### src/rtl/iterst_pkg.sv
// Shared defaults, types and the step function for the iterated-state scheduler.
package iterst_pkg;

    localparam int unsigned NREQ = 4;
    localparam int unsigned W    = 1;
    localparam int unsigned LW   = $clog2(NREQ);

    typedef logic [LW-1:0] lane_t;
    typedef logic [W-1:0]  word_t;

    function automatic word_t iterst_step(word_t st, word_t in);
        return st ^ in;
    endfunction

endpackage

### src/rtl/iterst_sched_if.sv
// Request/result bundle between producers, the scheduler and the consumer.
interface iterst_sched_if
    import iterst_pkg::*;
#(
    parameter int unsigned NREQ = iterst_pkg::NREQ,
    parameter int unsigned W    = iterst_pkg::W
);
    localparam int unsigned LW = $clog2(NREQ);

    logic [NREQ-1:0]   req_valid;
    logic [NREQ*W-1:0] req_data;
    logic [NREQ-1:0]   req_clr;
    logic [NREQ-1:0]   req_ready;
    logic              out_valid;
    logic [W-1:0]      out_data;
    logic [LW-1:0]     out_lane;
    logic              out_ready;

    // Producer/consumer side.
    modport master (
        output req_valid, req_data, req_clr, out_ready,
        input  req_ready, out_valid, out_data, out_lane
    );

    // Scheduler side.
    modport slave (
        input  req_valid, req_data, req_clr, out_ready,
        output req_ready, out_valid, out_data, out_lane
    );

endinterface

### src/rtl/rr_arbiter.sv
// Combinational round-robin arbiter: first requesting lane at or after ptr wins.
module rr_arbiter
    import iterst_pkg::*;
#(
    parameter int unsigned NREQ = iterst_pkg::NREQ,
    localparam int unsigned LW  = $clog2(NREQ)
) (
    input  logic [NREQ-1:0] req,
    input  logic [LW-1:0]   ptr,
    input  logic            en,
    output logic [NREQ-1:0] gnt,
    output logic [LW-1:0]   idx,
    output logic            any
);

    always_comb begin
        gnt = '0;
        idx = '0;
        any = 1'b0;
        // Visit lanes in priority order ptr, ptr+1, ... and keep the first hit.
        for (int unsigned k = 0; k < NREQ; k++) begin
            for (int unsigned i = 0; i < NREQ; i++) begin
                if (en && !any && req[i] && ((32'(ptr) + k) % NREQ == i)) begin
                    gnt[i] = 1'b1;
                    idx    = LW'(i);
                    any    = 1'b1;
                end
            end
        end
    end

endmodule

### src/rtl/iterst_sched.sv
// Round-robin scheduler sharing one XOR step unit across NREQ lanes with
// per-lane state and a single registered, lane-tagged result stream.
module iterst_sched
    import iterst_pkg::*;
#(
    parameter int unsigned NREQ = iterst_pkg::NREQ,
    parameter int unsigned W    = iterst_pkg::W
) (
    input logic           clk,
    input logic           rst,
    iterst_sched_if.slave bus
);

    localparam int unsigned    LW       = $clog2(NREQ);
    localparam logic [LW-1:0]  LastLane = LW'(NREQ - 1);

    logic [NREQ-1:0][W-1:0] stQ, stD, dataArr;
    logic [LW-1:0]          ptrQ, ptrD, gIdx, outLaneQ, outLaneD;
    logic                   outValidQ, outValidD;
    logic [W-1:0]           outDataQ, outDataD, base, res;
    logic                   canIssue, arbEn, grant;
    logic [NREQ-1:0]        gnt;

    assign dataArr  = bus.req_data;
    assign canIssue = !outValidQ || bus.out_ready;
    // Reset gates the grant so no lane sees ready while rst is high.
    assign arbEn    = canIssue && !rst;

    rr_arbiter #(
        .NREQ (NREQ)
    ) uArb (
        .req (bus.req_valid),
        .ptr (ptrQ),
        .en  (arbEn),
        .gnt (gnt),
        .idx (gIdx),
        .any (grant)
    );

    assign bus.req_ready = gnt;

    // Clear-then-step when the granted lane is also being cleared.
    assign base = bus.req_clr[gIdx] ? '0 : stQ[gIdx];
    assign res  = iterst_step(base, dataArr[gIdx]);

    always_comb begin
        stD       = stQ;
        ptrD      = ptrQ;
        outValidD = outValidQ;
        outDataD  = outDataQ;
        outLaneD  = outLaneQ;

        for (int unsigned i = 0; i < NREQ; i++) begin
            if (bus.req_clr[i]) stD[i] = '0;
        end

        if (grant) begin
            stD[gIdx] = res;
            outValidD = 1'b1;
            outDataD  = res;
            outLaneD  = gIdx;
            ptrD      = (gIdx == LastLane) ? '0 : gIdx + LW'(1);
        end else if (canIssue) begin
            outValidD = 1'b0;
        end
    end

    always_ff @(posedge clk or posedge rst) begin
        if (rst) begin
            stQ       <= '0;
            ptrQ      <= '0;
            outValidQ <= 1'b0;
            outDataQ  <= '0;
            outLaneQ  <= '0;
        end else begin
            stQ       <= stD;
            ptrQ      <= ptrD;
            outValidQ <= outValidD;
            outDataQ  <= outDataD;
            outLaneQ  <= outLaneD;
        end
    end

    assign bus.out_valid = outValidQ;
    assign bus.out_data  = outDataQ;
    assign bus.out_lane  = outLaneQ;

endmodule
### src/flat_wrapper.sv
// flat-port wrapper written by rule: the top's interface ports become plain ports
module iterst_sched_flat import iterst_pkg::*;
#(
    parameter int unsigned NREQ = iterst_pkg::NREQ,
    parameter int unsigned W    = iterst_pkg::W
)
  (clk, rst, bus_req_valid, bus_req_data, bus_req_clr, bus_out_ready, bus_req_ready, bus_out_valid, bus_out_data, bus_out_lane);
  iterst_sched_if #(.NREQ(NREQ), .W(W)) bus_i ();
  input logic clk;
  input logic rst;
  input wire logic [$bits(bus_i.req_valid)-1:0] bus_req_valid;
  input wire logic [$bits(bus_i.req_data)-1:0] bus_req_data;
  input wire logic [$bits(bus_i.req_clr)-1:0] bus_req_clr;
  input wire logic [$bits(bus_i.out_ready)-1:0] bus_out_ready;
  output wire logic [$bits(bus_i.req_ready)-1:0] bus_req_ready;
  output wire logic [$bits(bus_i.out_valid)-1:0] bus_out_valid;
  output wire logic [$bits(bus_i.out_data)-1:0] bus_out_data;
  output wire logic [$bits(bus_i.out_lane)-1:0] bus_out_lane;
  assign bus_i.req_valid = bus_req_valid;
  assign bus_i.req_data = bus_req_data;
  assign bus_i.req_clr = bus_req_clr;
  assign bus_i.out_ready = bus_out_ready;
  assign bus_req_ready = bus_i.req_ready;
  assign bus_out_valid = bus_i.out_valid;
  assign bus_out_data = bus_i.out_data;
  assign bus_out_lane = bus_i.out_lane;
  iterst_sched #(.NREQ(NREQ), .W(W)) u_core (.clk(clk), .rst(rst), .bus(bus_i));
endmodule
### config.mk
export PLATFORM = sky130hd
export DESIGN_NAME = iterst_sched_flat
export DESIGN_NICKNAME = d
export VERILOG_FILES = /design/src/rtl/iterst_pkg.sv /design/src/rtl/iterst_sched_if.sv /design/src/rtl/rr_arbiter.sv /design/src/rtl/iterst_sched.sv /design/src/flat_wrapper.sv
export SDC_FILE = /design/constraint.sdc
export NUM_CORES = 1
export LEC_CHECK = 0
export ABC_AREA = 1
export BUFFER_PORTS_ARGS = -buffer_cell sky130_fd_sc_hd__clkbuf_2
export CAP_MARGIN = 15
export CELL_PAD_IN_SITES_DETAIL_PLACEMENT = 1
export CELL_PAD_IN_SITES_GLOBAL_PLACEMENT = 2
export CORE_MARGIN = 1
export CORE_UTILIZATION = 28
export DETAILED_ROUTE_END_ITERATION = 8
export GPL_TIMING_DRIVEN = 0
export MAX_ROUTING_LAYER = met4
export PLACE_DENSITY_LB_ADDON = 0.08
export SLEW_MARGIN = 10
export SYNTH_ARGS = -nofsm -noshare
export SYNTH_HDL_FRONTEND = slang
export SYNTH_SLANG_ARGS = --single-unit
### constraint.sdc
create_clock -name clk -period 3 [get_ports clk]
set_clock_uncertainty 0.15 [all_clocks]
set_input_delay 0.45 -clock clk [delete_from_list [all_inputs] [get_ports clk]]
set_output_delay 0.45 -clock clk [all_outputs]
set_load 0.005 [all_outputs]
### Word level (Yosys, flattened, before mapping)

Index checks and enable logic that the tools add are counted.

| operators by class | value |
|---|---|
| div/mod/pow operators | 0 |
| $add $sub $neg | 4 |
| bitwise logic cells | 1 |
| muxes and demuxes | 64 |
| $lt $le $gt $ge | 2 |
| $mul | 0 |
| shift-type cells | 0 |
| equality and inequality tests | 13 |
| reductions and logical operators | 72 |

Operators by type and width:

| cell | number |
|---|---|
| $logic_not 32->1 | 4 |
| $logic_and 1x1->1 | 49 |
| $mux 1 | 43 |
| $mux 2 | 15 |
| $eq 2x2->1 const B | 9 |
| $logic_not 1->1 | 17 |
| $eq 2x1->1 const B | 4 |
| $bmux 1 s2 | 3 |
| $add 2x1->2 const B | 2 |
| $add 2x2->2 const B | 2 |
| $bwmux 4 | 1 |
| $mux 4 | 1 |
| $lt 2x3->1 const B | 1 |
| $demux 1 s2 | 1 |
| $ge 2x1->1 const B | 1 |
| $reduce_bool 2->1 | 1 |
| $logic_or 1x1->1 | 1 |
| $xor 1x1->1 | 1 |

| word-level totals | value |
|---|---|
| input port bits | 15 |
| memories | 0 |
| latch bits | 0 |
| RAM bits | 0 |
| output and inout port bits | 8 |
| register bits | 10 |
| bits in read-only memories | 0 |

### Longest topological paths before layout

Gate-level depths: netlist of run 1.

| logic depth | value |
|---|---|
| depth in word-level cells | 87 |
| depth in mapped cells | 23 |

### Cells and area by module

A second synthesis of run 1 with hierarchy kept.

| second synthesis, totals | value |
|---|---|
| cells, all modules | 168 |
| area, all modules | 979.7 um^2 |

Modules (own cells, without submodules):

| module | times used | area an instance (um^2) | cells each | sequential area each (um^2) |
|---|---|---|---|---|
| iterst_sched | 1 | 606.8 | 88 | 250.2 |
| rr_arbiter | 1 | 372.9 | 80 | 0.0 |

### Worst setup path before layout of run 1

No wires, ideal clock.

| timing path | value |
|---|---|
| path type | input port to flip-flop |
| from | input rst |
| to | register u_core.stQ[0] (netlist name) |
| setup time | 116 ps |
| buffers on the path | 0 |
| slack | 556 ps |
| required time | 2734 ps |
| stages on the path | 20 |
| data arrival time | 2178 ps |
| path through | inv_2 nand2_2 inv_2 nand2_2 nand2_2 nor2_4 nand4_4 nor2_4 nand4_4 nor2_4 nand3_1 nand2_1 inv_2 nand2_2 inv_1 ha_1 nand2_1 inv_1 nand2_1 nand2_1 |

RTL lines:

| element | RTL line | text |
|---|---|---|
| start: declaration | flat_wrapper.sv:10 | `input logic rst;` |
| end signal: assignment | iterst_sched.sv:76 | `stQ <= stD;` |
| end: declaration | iterst_sched.sv:17 | `logic [NREQ-1:0][W-1:0] stQ, stD, dataArr;` |

### Final worst setup path of run 1

| timing path | value |
|---|---|
| from | register u_core.ptrQ[1] |
| to | output bus_req_ready[2] |

| between the ends | value |
|---|---|
| cells in the longest elaborated chain, start to end | 73 |
| elaborated cells between the ends (all ways) | 93 |
| those cells by class | add/sub (3); eq/ne (11); mux (18); reduce/logical (61) |

Ends and longest elaborated chain:

| element | RTL line | text |
|---|---|---|
| start: declaration | iterst_sched.sv:18 | `logic [LW-1:0] ptrQ, ptrD, gIdx, outLaneQ, outLaneD;` |
| start signal: assignment | iterst_sched.sv:77 | `ptrQ <= ptrD;` |
| $logic_not 32->1 | rr_arbiter.sv:23 | `if (en && !any && req[i] && ((32'(ptr) + k) % NREQ == i)) begin` |
| $logic_and 1x1->1 | rr_arbiter.sv:23 |  |
| $mux 1 | rr_arbiter.sv:23 |  |
| $logic_not 1->1 | rr_arbiter.sv:23 |  |
| $logic_and 1x1->1 (3 in series) | rr_arbiter.sv:23 |  |
| $mux 1 | rr_arbiter.sv:23 |  |
| $logic_not 1->1 | rr_arbiter.sv:23 |  |
| $logic_and 1x1->1 (3 in series) | rr_arbiter.sv:23 |  |
| [47 not listed] | -- |  |
| $logic_and 1x1->1 (3 in series) | rr_arbiter.sv:23 |  |
| $mux 1 | rr_arbiter.sv:23 |  |
| $logic_not 1->1 | rr_arbiter.sv:23 |  |
| $logic_and 1x1->1 (3 in series) | rr_arbiter.sv:23 |  |
| $mux 1 | rr_arbiter.sv:23 |  |
| $logic_not 1->1 | rr_arbiter.sv:23 |  |
| $logic_and 1x1->1 (3 in series) | rr_arbiter.sv:23 |  |
| $mux 1 (*) | rr_arbiter.sv:23 |  |
| end: declaration | flat_wrapper.sv:15 | `output wire logic [$bits(bus_i.req_ready)-1:0] bus_req_ready;` |

Every way passes the cells marked *; elsewhere a longest branch is shown, timed or not.

==> flow_summary.ini, run 1 <==
[setup_path]
slowest_stage = dfrtp_1
crit_path_start = u_core.ptrQ[1]$_DFFE_PP0N_
required_ns = 2.40
critPathMaxStageDelay_ns = 0.41
cp_max_fo = 5
worstSetupPathType = register to output port
r2r-start = u_core.ptrQ[1]$_DFFE_PP0N_
critPathCaptureType = output port
cp_cell_sequence = inv_2 -> nand2_2 -> nor2_1 -> nand2_2 -> nand2_2 -> nor2_4 -> nand4_4 -> nor2_4 -> nand4_4 -> nor2_4 -> nand3_2 -> o221ai_1 -> clkbuf_2
critPathArrivalTime_ns = 2.14
crit_buf_inv = 2
cp-start-kind = register
cpLargestDelayFamily = simple AND/OR/NAND/NOR gates

[timing]
setup_viol = 0
tightest_slew_ns = 0.472
hold_ws_ns = 0.335
min_period_ns = 2.74
fmax_ghz = 0.365
drv_slew = 0
hold_viol_final = 0
finalCritPeriodShare_pct = 91.4
rsz0062_at_grt = false
relSlewSlack_pct = 68.4
fin_tns_setup_ns = 0

[cts]
h-tree-depth = 1
cts_buffer_depth = 2
cts.clk_slew.worst_paths_ns = 0.05
clk_latency_ns = 0.23
cts_tree = yes
cts_setup_buffers = 0
cts_sinks = 10
cts-root-buf = clkbuf_8
numCtsBuffers = 3

[power_and_ir_drop]
vdd_ir_drop_max_v = 0.000378
total_power_mw = 1.13
p_leak_nw = 0.738
p_per_area_nw_per_um2 = 874

[synthesis]
synth.distinct_cells = 26
synthCells = 162
synth_warnings = 0
syn-num-nets = 181
syn_avg_cell_area_um2 = 6.51
seq_area_frac_synth_pct = 23.7
ys_ff_latch = 10
synth_area_um2 = 1050

[floorplan]
die_area_um2 = 4020
ioPinCount = 23
die_y_um = 63.4
rows = 21
start_util_pct = 30.4
core-area_um2 = 3470
die_w_um = 63.4

[final_layout]
multi_input_area_um2 = 678
drive_above_1_share_pct = 30.2
area_delta_synth_final_pct = 22.5
nets = 209
seq_area_um2 = 250
diodes = 0
fill_cells = 474

[route]
first_iter_violations = 22
wl_per_cell_um = 11.4
wirelength_um = 2680
viasPerCell = 4.53
dr.pass1.iters = 2
num_vias = 1064
drc_errors = 0
ant_nets = 0

[hold_path]
worstHoldStart = u_core.bus.out_lane[1]$_DFFE_PP0N_
hold_class = register to register

[global_route]
grt.overflow.total = 0
grt_max_degree = 11
grt_pass1_wl_um = 4630
grt_pass1_vias = 1038
grtUsageTotal_pct = 15.1
antenna_found_initial = 0

[place]
gp_congestion = 0.770
port_buffers = 22
hpwlAfterDp_um = 2300

[flow_run]
maxCapViolCount = 0

[status]
outcome = finished clean
[power by group]
part / switching (mW) / internal (mW)
Clock: 0.0512 / 0.115
Combinational: 0.476 / 0.258
Sequential: 0.0351 / 0.194
[cell usage in the layout (no fill, tap or decap), types with 3 or more instances in the layout]
cell type / instances
clkbuf_8: 4
inv_1: 27
nand2_2: 9
nor2_4: 3
inv_2: 8
xor2_1: 4
dfrtp_1: 10
clkbuf_2: 22
nor2_1: 19
ha_1: 4
nand3_1: 11
nand2_1: 42
[what timing repair did]
action,in CTS,in global routing
hold endpoints to repair,10,0
gates resized for setup,0,1
setup endpoints to repair,0,1
hold buffers,1,0
[kinds of logic (layout without fill, tap and decap cells)]
logic type | after synthesis | in the layout | synth area share (%)
adder cells (fa/ha/maj) | 4 | 4 | 4.75
AO/OA/AOI/OAI | 10 | 10 | 6.29
AND/OR/NAND/NOR | 99 | 99 | 49.5
flip-flops | 10 | 10 | 23.7
XOR/XNOR | 4 | 4 | 3.32
buffers and inverters | 35 | 62 | 12.5
[synthesized netlist by cell type]
cell type,count,share of area [%]
nand2_1,42,15
inv_1,27,9.6
nor2_1,19,6.8
nand3_1,11,5.2
dfrtp_1,10,24
nand2_2,10,5.9
inv_2,8,2.8
ha_1,4,4.7
xor2_1,4,3.3
nor2_4,3,3.2
a21oi_1,2,0.95
nand3_2,2,1.9
nand4_1,2,1.2
nand4_4,2,4.0
nor2_2,2,1.2
nor3_1,2,0.95
nor3_2,2,1.9
o22ai_1,2,1.2
a21o_1,1,0.71
a21oi_2,1,0.83
a32oi_1,1,0.83
nand3b_1,1,0.71
nor3_4,1,1.5
o21ai_0,1,0.47
o21ai_1,1,0.47
o221ai_1,1,0.83
[metrics by stage]
stage | instances | instance area (µm²) | util (%) | setup WS [ns]
after floorplan | 162 | 1050 | - | 0.556
after global placement | 230 | 1220 | 35.2 | 0.0938
after CTS | 235 | 1290 | 37.1 | 0.198
after global routing | 235 | 1290 | 37.3 | 0.0258
final | 235 | 1290 | 37.3 | 0.257
after detailed placement | 230 | 1220 | 35.2 | 0.0154
[worst paths after layout]
path,end,slack (ns),depth (start not counted)
hold reg to reg,u_core.bus.out_lane[1]$_DFFE_PP0N_,0.33,2
min in group asynchronous,u_core.bus.out_data$_DFFE_PP0N_,0.65,3
max in group asynchronous,u_core.stQ[0]$_DFF_PP0_,1.73,3
hold / removal,u_core.bus.out_lane[1]$_DFFE_PP0N_,0.33,2
setup / recovery,bus_req_ready[2],0.26,13
setup reg to reg,u_core.stQ[0]$_DFF_PP0_,0.37,18
[routing by layer]
metal	global-route usage (%)	vias to the layer above	wire, µm
met5	-	-	0
met4	5.97	0	31
met3	1.63	2	48
met2	26.2	9	1430
met1	17.8	499	1170
li1	-	554	-
[flip-flops by register name, indices dropped and copies added, names as in the netlist]
signal / flops
u_core.bus.out_data: 1
u_core.bus.out_lane: 2
u_core.bus.out_valid: 1
u_core.ptrQ: 2
u_core.stQ: 4
[worst register-to-register path, delay by kind of cell (launching register included)]
kind          cells  cell delay, ns
fa+ha+maj         1            0.19
buf+inv           3            0.25
flops             1            0.41
simple gates     14            1.54
[cell type report]
class / instances / share of cell area (%)
clock buffers: 4 / 4.26
repair buffers: 23 / 9.29
well taps: 46 / 4.45
multi-input cells: 117 / 52.5
inverters: 35 / 10.2
flip-flops and latches: 10 / 19.4
No activity file was read; power rests on OpenSTA's default activity.
==> inputs of run 2 (changes only) <==
--- a/config.mk
+++ b/config.mk
@@ -11,7 +11,7 @@
 export CELL_PAD_IN_SITES_DETAIL_PLACEMENT = 1
 export CELL_PAD_IN_SITES_GLOBAL_PLACEMENT = 2
 export CORE_MARGIN = 1
-export CORE_UTILIZATION = 28
+export CORE_UTILIZATION = 30
 export DETAILED_ROUTE_END_ITERATION = 8
 export GPL_TIMING_DRIVEN = 0
 export MAX_ROUTING_LAYER = met4
==> constraint.sdc (replaced) <==
create_clock -name clk -period 3.2 [get_ports clk]
set_clock_uncertainty 0.15 [all_clocks]
set_input_delay 0.48 -clock clk [delete_from_list [all_inputs] [get_ports clk]]
set_output_delay 0.48 -clock clk [all_outputs]
set_load 0.005 [all_outputs]
==> flow_summary.ini, run 2 (same netlist as run 1, synthesis figures left out) <==
[route]
num_vias = 1076
viasPerCell = 4.58
ant_nets = 0
wl_per_cell_um = 11.9
drc_errors = 0
dr.pass1.iters = 4
first_iter_violations = 28
wirelength_um = 2810

[cts]
cts_setup_buffers = 0
numCtsBuffers = 3
cts_tree = yes
clk_latency_ns = 0.27
cts-root-buf = clkbuf_4
cts_resized = 0
cts.clk_slew.worst_paths_ns = 0.07
h-tree-depth = 1
cts_buffer_depth = 2
cts_sinks = 10

[final_layout]
stdcell_count = 235
fin_util_pct = 37.7
nets = 209
fin_area_um2 = 1270
drive_above_1_share_pct = 30.2
largest_register = u_core.stQ
layout_commonest_cell = nand2_1
mostFrequentLayoutCells = nand2_1 (42), inv_1 (27), clkbuf_2 (22)
largest_reg_flops = 4
area_delta_synth_final_pct = 20.3
diodes = 0

[place]
hpwlAfterDp_um = 2360
port_buffers = 22
dp.cells = 230
dpl_cell_area_um2 = 1220
gp_congestion = 0.762

[floorplan]
die_w_um = 61.3
rows = 21
die_y_um = 61.3
start_util_pct = 31.4
die_area_um2 = 3760
core-area_um2 = 3360
ioPinCount = 23

[setup_path]
cp_cell_sequence = inv_2 -> nand2_2 -> nor2_1 -> nand2_2 -> nand2_2 -> nor2_4 -> nand4_4 -> nor2_4 -> nand4_4 -> nor3_2 -> nand4_1 -> nand3_1 -> clkbuf_2
required_ns = 2.57
reg2reg_setup_slack_ns = 0.56
slowest_stage = dfrtp_1
crit_end = bus_req_ready[3]
crit_path_start = u_core.ptrQ[1]$_DFFE_PP0N_
critPathMaxStageDelay_ns = 0.45
critPathArrivalTime_ns = 2.19
r2r-start = u_core.ptrQ[1]$_DFFE_PP0N_
critPathCaptureType = output port
timing.rr.end = u_core.stQ[0]$_DFF_PP0_
cp-start-kind = register
crit_top_cell = nand2_2
cp_max_fo = 5
r2r_cells = 18
worstSetupPathType = register to output port

[power_and_ir_drop]
p_leak_nw = 0.727
vdd_ir_drop_max_v = 0.000291
p_per_area_nw_per_um2 = 805

[hold_path]
hold_class = register to register

[timing]
fmax_ghz = 0.355
min_period_ns = 2.82
drv_slew = 0
fin_tns_setup_ns = 0
hold_viol_final = 0
rsz0062_at_grt = false
finalCritPeriodShare_pct = 88.1
setup_viol = 0
relSlewSlack_pct = 67.2
tightest_slew_ns = 0.491

[global_route]
grtUsageTotal_pct = 18.3
grt_max_degree = 11
grt_pass1_wl_um = 4890
grt_pass1_vias = 1086
antenna_found_initial = 0
grt.overflow.total = 0

[status]
outcome = finished clean

[flow_run]
maxCapViolCount = 0
[run 2: cell counts in the layout (fill, tap and decap cells not counted)]
No cell type changed its count.
[run 2: per-stage QoR]
stage | worst slack (ns) | total power [mW] | hold WS (ns)
after floorplan | 0.726 | 0.734 | 0.128
after global placement | 0.285 | 0.894 | 0.262
after global routing | 0.183 | 1.15 | 0.345
after CTS | 0.355 | 1.04 | 0.318
after detailed placement | 0.175 | 0.916 | 0.275
final | 0.380 | 1.02 | 0.319
[run 2: worst max-delay path: cells and delay by family, from the launching register on]
family                 cells  cell delay [ns]
buffers and inverters      2             0.21
AND/OR/NAND/NOR           11             1.27
flip-flops                 1             0.45
[run 2: cell type report]
| class | instances | area (µm²) |
|---|---|---|
| tap | 46 | 57.6 |
| clock buffer | 4 | 36.3 |
| inverter | 35 | 131 |
| sequential | 10 | 250 |
| multi-input combinational | 117 | 673 |
| timing repair buffer | 23 | 120 |
| fill | 473 | 2090 |
[run 2: worst min-delay path by stage]
stage,to,cells after the start,startpoint
5_1_grt,u_core.stQ[0]$_DFF_PP0_,4,bus_req_clr[0]
3_5_place_dp,u_core.bus.out_data$_DFFE_PP0N_,2,rst
2_1_floorplan,u_core.bus.out_data$_DFFE_PP0N_,1,rst
4_1_cts,u_core.stQ[0]$_DFF_PP0_,4,bus_req_clr[0]
3_3_place_gp,u_core.bus.out_data$_DFFE_PP0N_,2,rst
6_report,u_core.bus.out_lane[0]$_DFFE_PP0N_,2,u_core.bus.out_lane[0]$_DFFE_PP0N_
[run 2: routing by layer]
layer  vias up  part of all wire (%)  global-route usage, %
li1        558                     -                      -
met1       498                    51                   25.2
met2        18                    46                   27.8
met3         2                   2.8                   3.78
met4         0                  0.43                   3.57
met5         -                     0                      -
[run 2: repair_timing]
item	CTS	global route
endpoints found under the setup margin	0	0
hold endpoints to repair	10	0
hold buffers	1	0
[run 2: report_power, final]
group | internal, mW | switching (mW) | total [mW]
logic | 0.241 | 0.448 | 0.689
clock network | 0.0691 | 0.0475 | 0.117
registers | 0.181 | 0.0345 | 0.216
total | 0.492 | 0.530 | 1.02
==> inputs of run 3 (changes only) <==
--- a/config.mk
+++ b/config.mk
@@ -10,8 +10,9 @@
 export CAP_MARGIN = 15
 export CELL_PAD_IN_SITES_DETAIL_PLACEMENT = 1
 export CELL_PAD_IN_SITES_GLOBAL_PLACEMENT = 2
+export CORE_ASPECT_RATIO = 0.8
 export CORE_MARGIN = 1
-export CORE_UTILIZATION = 30
+export CORE_UTILIZATION = 25
 export DETAILED_ROUTE_END_ITERATION = 8
 export GPL_TIMING_DRIVEN = 0
 export MAX_ROUTING_LAYER = met4
==> constraint.sdc (replaced) <==
create_clock -name clk -period 2.28 [get_ports clk]
set_clock_uncertainty 0.15 [all_clocks]
set_input_delay 0.228 -clock clk [delete_from_list [all_inputs] [get_ports clk]]
set_output_delay 0.228 -clock clk [all_outputs]
set_load 0.005 [all_outputs]
==> flow_summary.ini, run 3 (same netlist as run 1, synthesis figures left out) <==
[floorplan]
die_y_um = 60.1
core-area_um2 = 3930
start_util_pct = 26.8
die_w_um = 74.6
ioPinCount = 23
rows = 20
die_area_um2 = 4480

[timing]
fmax_ghz = 0.382
hold_ws_ns = 0.100
min_period_ns = 2.62
hold_viol_final = 0
relSlewSlack_pct = 65.7
tightest_slew_ns = 0.513
rsz0062_at_grt = true
setup_ws_ns = -0.336
finalCritPeriodShare_pct = 115
setup_viol = 14
drv_slew = 0

[cts]
numCtsBuffers = 3
cts_buffer_depth = 2
clk_latency_ns = 0.24
cts_sinks = 10
cts-root-buf = clkbuf_8
h-tree-depth = 1
cts_tree = yes
cts.clk_slew.worst_paths_ns = 0.05

[setup_path]
cp_max_fo = 6
required_ns = 2.31
reg2reg_setup_slack_ns = -0.34
timing.rr.end = u_core.stQ[0]$_DFF_PP0_
r2r-start = u_core.bus.out_valid$_DFFE_PP0P_
worstSetupPathType = register to register
cp-start-kind = register
critPathCaptureType = register
crit_path_start = u_core.bus.out_valid$_DFFE_PP0P_
crit_end = u_core.stQ[0]$_DFF_PP0_
critPathArrivalTime_ns = 2.65
r2r_cells = 17

[global_route]
antenna_found_initial = 0
grt_pass1_wl_um = 5610
grt_pass1_vias = 1148
grt.overflow.total = 0
grt_max_degree = 11
grtUsageTotal_pct = 17.3

[final_layout]
diodes = 0
seq_area_um2 = 251
fill_cells = 498
area_delta_synth_final_pct = 62.5
mostFrequentLayoutCells = nand2_1 (31), inv_1 (26), clkbuf_2 (22)
largest_reg_flops = 4
drive_above_1_share_pct = 54.2
nets = 234
largest_register = u_core.stQ
layout_commonest_cell = nand2_1
multi_input_area_um2 = 885

[power_and_ir_drop]
p_leak_nw = 0.911
vdd_ir_drop_max_v = 0.000317
p_per_area_nw_per_um2 = 1230
total_power_mw = 2.11

[route]
ant_nets = 0
dr.pass1.iters = 4
wl_met1_um = 1710
drc_errors = 0
first_iter_violations = 50
dr.max_layer_used = met3
wirelength_um = 3670
viasPerCell = 4.39
num_vias = 1181
wl_met2_um = 1820
wl_per_cell_um = 13.7
dr_wl_met3_um = 139

[status]
outcome = finished with violations
violations = setup timing

[place]
port_buffers = 22
pre_cts_ws_ns = -0.424
hpwlAfterDp_um = 2500
gp_congestion = 0.789

[hold_path]
hold_class = input port to register

[flow_run]
maxCapViolCount = 0
## run 3: changes by cell type in the layout (fill, tap and decap cells not counted), sizes merged
cell | before | now
buf | 0 | 24
nand2 | 52 | 53
## run 3: worst min path at each step
stage	end	slack, ns	depth (start not counted)	from
finish	u_core.stQ[0]$_DFF_PP0_	0.10	4	bus_req_clr[0]
detailed placement	u_core.bus.out_valid$_DFFE_PP0P_	0.03	2	rst
floorplan	u_core.bus.out_data$_DFFE_PP0N_	-0.12	1	rst
global route	u_core.stQ[0]$_DFF_PP0_	0.11	4	bus_req_clr[0]
global placement	u_core.bus.out_data$_DFFE_PP0N_	0.02	2	rst
CTS	u_core.stQ[0]$_DFF_PP0_	0.10	4	bus_req_clr[0]
## run 3: worst max-delay path: stages, from the launching register on
cell and delay, ns:
dfrtp_1 0.39, nand2_2 0.11, nand2_4 0.10, buf_4 0.15, nor2_2 0.12, nand2_2 0.10, nand4_4 0.13, buf_4 0.14
nor3_4 0.04, nand3b_1 0.20, nor3_4 0.25, inv_2 0.07, nor2_4 0.18, ha_2 0.21, nand2_2 0.06, inv_1 0.05
nand2_1 0.05, nand2_1 0.05
## run 3: through the flow
stage,cells,setup TNS (ns),area [µm²],utilization [%]
2_1_floorplan,162,0,1060,-
3_3_place_gp,239,-2.29,1240,31.5
3_5_place_dp,239,-2.83,1240,31.5
4_1_cts,261,-3.02,1550,39.6
5_1_grt,269,-5.77,1710,43.6
6_report,269,-3.61,1710,43.6
## run 3: where the power goes
| part | internal [mW] | switching [mW] |
|---|---|---|
| sequential | 0.257 | 0.0502 |
| clock | 0.153 | 0.0783 |
| combinational | 0.665 | 0.909 |
| total | 1.07 | 1.04 |
## run 3: repair_timing
action / in CTS / in global routing
hold endpoints to repair: 10 / 0
setup buffers: 17 / 7
pin swaps: 9 / 18
gates resized for setup: 29 / 28
endpoints found under the setup margin: 14 / 14
gates cloned: 0 / 1
hold buffers: 1 / 0
## run 3: routing by layer
layer  vias to the layer above  track usage, %
met5                         -               -
met4                         0            1.62
met3                         0            4.05
met2                        25            26.9
met1                       552            23.5
li1                        604               -
## run 3: final cells by class
| class | count | share of cell area [%] |
|---|---|---|
| clock buffer | 4 | 3.21 |
| inverter | 35 | 8.10 |
| multi-input combinational | 118 | 51.6 |
| sequential | 10 | 14.7 |
| tap | 55 | 4.01 |
| timing repair buffer | 47 | 18.4 |
